`config.mk`:
```
export PLATFORM = sky130hd
export DESIGN_NAME = serial_add_seq
export DESIGN_NICKNAME = d
export VERILOG_FILES = /design/src/rtl/serial_add_pkg.sv /design/src/rtl/fa_cell.sv /design/src/rtl/serial_add_seq.sv
export SDC_FILE = /design/constraint.sdc
export NUM_CORES = 1
export LEC_CHECK = 0
export ABC_AREA = 0
export CORE_MARGIN = 2
export CORE_UTILIZATION = 54
export DETAILED_ROUTE_END_ITERATION = 10
export PLACE_DENSITY = 0.89
export SKIP_CTS_REPAIR_TIMING = 1
export SLEW_MARGIN = 20
export SYNTH_ARGS = -nofsm -noshare
export SYNTH_HDL_FRONTEND = slang
export SYNTH_SLANG_ARGS = --single-unit
```
`constraint.sdc`:
```
create_clock -name clk -period 1.8 [get_ports clk]
set_input_delay 0.36 -clock clk [delete_from_list [all_inputs] [get_ports clk]]
set_output_delay 0.36 -clock clk [all_outputs]
set_load 0.005 [all_outputs]
```
`src/rtl/serial_add_pkg.sv`:
```
// Shared types and defaults for the bit-serial adder.
package serial_add_pkg;

  localparam int WIDTH_DEF = 8;

  typedef enum logic [1:0] {
    IDLE = 2'd0,
    RUN  = 2'd1,
    DONE = 2'd2
  } state_t;

endpackage

```
`src/rtl/fa_cell.sv`:
```
// One-bit full adder made from two half-adder stages plus an OR.
module fa_cell (
  input  logic a,
  input  logic b,
  input  logic ci,
  output logic s,
  output logic co
);

  logic hx1, hc1, hc2;

  // first half adder on the operands, second on the partial sum and carry
  always_comb begin
    hx1 = a ^ b;
    hc1 = a & b;
    s   = hx1 ^ ci;
    hc2 = hx1 & ci;
    co  = hc1 | hc2;
  end

endmodule

```
`src/rtl/serial_add_seq.sv`:
```
// Bit-serial adder: captures a, b and cin, adds one bit per clock LSB first,
// then presents sum/cout until the consumer takes them.
module serial_add_seq
  import serial_add_pkg::*;
#(
  parameter int WIDTH = WIDTH_DEF
) (
  input  logic             clk,
  input  logic             rst,
  input  logic             in_valid,
  output logic             in_ready,
  input  logic [WIDTH-1:0] a,
  input  logic [WIDTH-1:0] b,
  input  logic             cin,
  output logic             out_valid,
  input  logic             out_ready,
  output logic [WIDTH-1:0] sum,
  output logic             cout
);

  localparam int CNT_W = $clog2(WIDTH + 1);
  localparam logic [CNT_W-1:0] LAST = CNT_W'(WIDTH - 1);

  state_t           state;
  logic [WIDTH-1:0] a_sh, b_sh;
  logic             carry;
  logic [CNT_W-1:0] cnt;
  logic             fa_s, fa_co;

  fa_cell u_fa (
    .a  (a_sh[0]),
    .b  (b_sh[0]),
    .ci (carry),
    .s  (fa_s),
    .co (fa_co)
  );

  // Control FSM plus datapath; every output is a flop so handshake inputs
  // only reach the outputs through registered state.
  always_ff @(posedge clk) begin
    if (rst) begin
      state     <= IDLE;
      in_ready  <= 1'b1;
      out_valid <= 1'b0;
      sum       <= '0;
      cout      <= 1'b0;
      cnt       <= '0;
      carry     <= 1'b0;
      a_sh      <= '0;
      b_sh      <= '0;
    end else begin
      case (state)
        IDLE: begin
          if (in_valid) begin
            a_sh     <= a;
            b_sh     <= b;
            carry    <= cin;
            cnt      <= '0;
            sum      <= '0;
            cout     <= 1'b0;
            in_ready <= 1'b0;
            state    <= RUN;
          end
        end
        RUN: begin
          // LSB first: result bits enter at the MSB and drift down, so after
          // WIDTH edges bit 0 of sum holds bit 0 of the result.
          a_sh  <= a_sh >> 1;
          b_sh  <= b_sh >> 1;
          carry <= fa_co;
          sum   <= {fa_s, sum[WIDTH-1:1]};
          cnt   <= cnt + CNT_W'(1);
          if (cnt == LAST) begin
            cout      <= fa_co;
            out_valid <= 1'b1;
            state     <= DONE;
          end
        end
        DONE: begin
          if (out_ready) begin
            out_valid <= 1'b0;
            in_ready  <= 1'b1;
            state     <= IDLE;
          end
        end
        default: begin
          out_valid <= 1'b0;
          in_ready  <= 1'b1;
          state     <= IDLE;
        end
      endcase
    end
  end

endmodule
```
==> summary.txt <==
Final layout
  – Final non-filler cell total: ~240
  – Final instance area: ~2000 um2
  – Final nets: roughly 230
  – Commonest non-fill, non-tap cells in the layout: dfxtp_1 (34), clkdlybuf4s50_1 (31), nor2_1 (21), a21oi_1 (17), buf_4 (10)
  – Area Overhead vs Synth: 26.7%
  – Number of diodes: 0
  – Fraction of layout instances using a drive strength above 1: 0.129
  – Commonest non-fill, non-tap cell in the layout: dfxtp_1
  – Layout fillers: 214

Power
  – Final Power: 0.00146 W
  – Peak supply drop: 0.746 mV
  – Power density over the cells: 750 nW/um2
  – Lkg Pwr: 0.720 nW

STA
  – Max-slew violation count: 0
  – Maximum clock frequency: between 500 and 600 MHz
  – Final min period: 1690 ps
  – Slew HR: 0.535
  – Slew of the pin with the lowest slew margin: 696 ps
  – Final setup skew: 15.8 ps
  – Final hold slack: around 470 ps
  – Final Hold Viols: 0
  – Unrepaired setup endpoints after global routing: false
  – Setup violations, final: 0
  – Crit share post-route: 0.937
  – Final setup TNS: 0 ps

Global routing
  – First-pass GRT wire length: about 6.7 mm
  – GR Util All Layers: 0.260
  – Largest net degree at the start of global routing: 23
  – Initial antenna violation count: 0
  – Global route overflow: 0
  – Vias in the first global route: between 1000 and 1500

Placement
  – Post-Place Cell Area: 1900 um2
  – Post-detail-place hpwl: 2.84 mm
  – Placed Instances: 234
  – RePlAce Congestion: approximately 0.86
  – PortBufs: 31

Route
  – Antenna viol nets, final: 0
  – Drt drc: 0
  – Vias per inst: 6.09
  – First-pass iteration count of the detailed router: 4
  – Initial DRC Count: 115
  – Via Count: between 1000 and 1500
  – Final wirelength: 3.96 mm
  – Wire per inst: 16.4 um

Run
  – Max_cap viols: 0

Worst setup path
  – CP Data Required Time: 2060 ps
  – Kind of critical path: flop to flop
  – Setup crit start kind: flop
  – Arrival @ worst endpoint: 1950 ps
  – CP Max Fanout: 14
  – Critical path endpoint category: flop

Synthesis
  – Register area share after synthesis: 0.442
  – Synthesized Nets: between 150 and 200
  – Register bit total from synthesis: 34
  – Mapped Avg Cell Area: 8.79 um2
  – Synth cell types: 33
  – Cell area after synthesis: 1540 um2
  – Synth Instances: 175
  – YS warnings: 0

Clock network
  – Clock buffer depth: 2
  – Clock Sinks: 34
  – Worst-Skew Late Latency: around 340 ps
  – CTS tree: yes
  – Clock buffer count from CTS: 5
  – CTS H-tree depth: 2
  – Clock slew at the register clock pins of the worst setup and hold paths: around 100 ps
  – CTS Root Cell: clkbuf_4

Min path
  – Worst hold path type: flop to flop

Floorplanning
  – Initial Util: 0.563
  – Die height: 57.4 um
  – Die width: 57.4 um
  – Row Count: 19
  – Core area: 2730 um2
  – Io pins: 32
  – Die footprint: 3290 um2

Outcome
  – Status: finished clean
## synth_stat cells
cell,n,area share
a2111oi_2,2,0.020
a21o_1,1,0.0049
a21oi_1,17,0.055
a221oi_1,3,0.017
a22oi_1,8,0.039
a2bb2oi_1,1,0.0057
a31oi_1,2,0.0081
buf_2,8,0.026
buf_4,1,0.0049
clkbuf_1,4,0.0098
dfxtp_1,34,0.44
fa_1,1,0.013
ha_1,1,0.0081
inv_1,9,0.022
mux2i_1,1,0.0065
nand2_1,7,0.017
nand2b_1,4,0.016
nand3_1,2,0.0065
nand4b_1,1,0.0057
nor2_1,21,0.051
nor2b_1,6,0.024
nor3b_1,2,0.0098
o21a_1,1,0.0049
o21ai_0,9,0.029
o21bai_2,1,0.0073
o221a_2,3,0.022
o221ai_1,7,0.040
o22ai_1,7,0.028
o31ai_1,1,0.0049
or2_2,2,0.0081
or3_1,2,0.0081
or3b_1,3,0.017
or3b_2,3,0.017
## critical path, cell delays in order, from the launching register on
cell and delay, ps:
dfxtp_1 510, nand2b_1 410, or3_1 480, a31oi_1 220
## where the power goes
group	internal, W	switching [W]	leakage (nW)
registers	0.000794	0.0000329	0.279
clock network	0.000146	0.000258	0.0243
logic	0.000123	0.000110	0.416
## state kept, by name, indices dropped and copies added (netlist names)
name / flops
out_valid: 1
sum: 8
b_sh: 8
a_sh: 8
cnt: 4
in_ready: 1
carry: 1
state: 2
cout: 1
## cells by family after synthesis
family	synth area share
muxes	0.00650
adders and majority gates	0.0211
and+or+nand+nor	0.181
buffers and inverters	0.0626
DFF	0.442
AOI/OAI and AO/OA	0.286
## final timing paths
check                start       to  slack [ps]  depth (start not counted)
hold / removal     a_sh[5]  a_sh[5]         470                          2
setup / recovery  state[0]   cnt[3]         110                          3
hold reg to reg    a_sh[5]  a_sh[5]         470                          2
setup reg to reg  state[0]   cnt[3]         110                          3
## metrics by stage
step	util	worst slack, ps
floorplan	-	609
global route	0.713	30.0
detailed placement	0.695	-36.8
global placement	0.695	52.3
CTS	0.713	173
finish	0.713	113
## layer usage
layer,part of all wire,track usage,up-vias
met5,0,0,-
met4,0.027,0.126,0
met3,0.052,0.0839,14
met2,0.48,0.401,50
met1,0.44,0.328,696
li1,-,-,707
## cell type report
| cell class | instances | area [um2] | share of cell area |
|---|---|---|---|
| clock inverter | 1 | 7.51 | 0.00385 |
| timing repair buffer | 41 | 385 | 0.198 |
| multi-input combinational | 119 | 762 | 0.391 |
| inverter | 9 | 33.8 | 0.0173 |
| sequential | 34 | 681 | 0.349 |
| clock buffer | 6 | 41.3 | 0.0212 |
| tap | 31 | 38.8 | 0.0199 |
(Power assumes the default switching activity.)
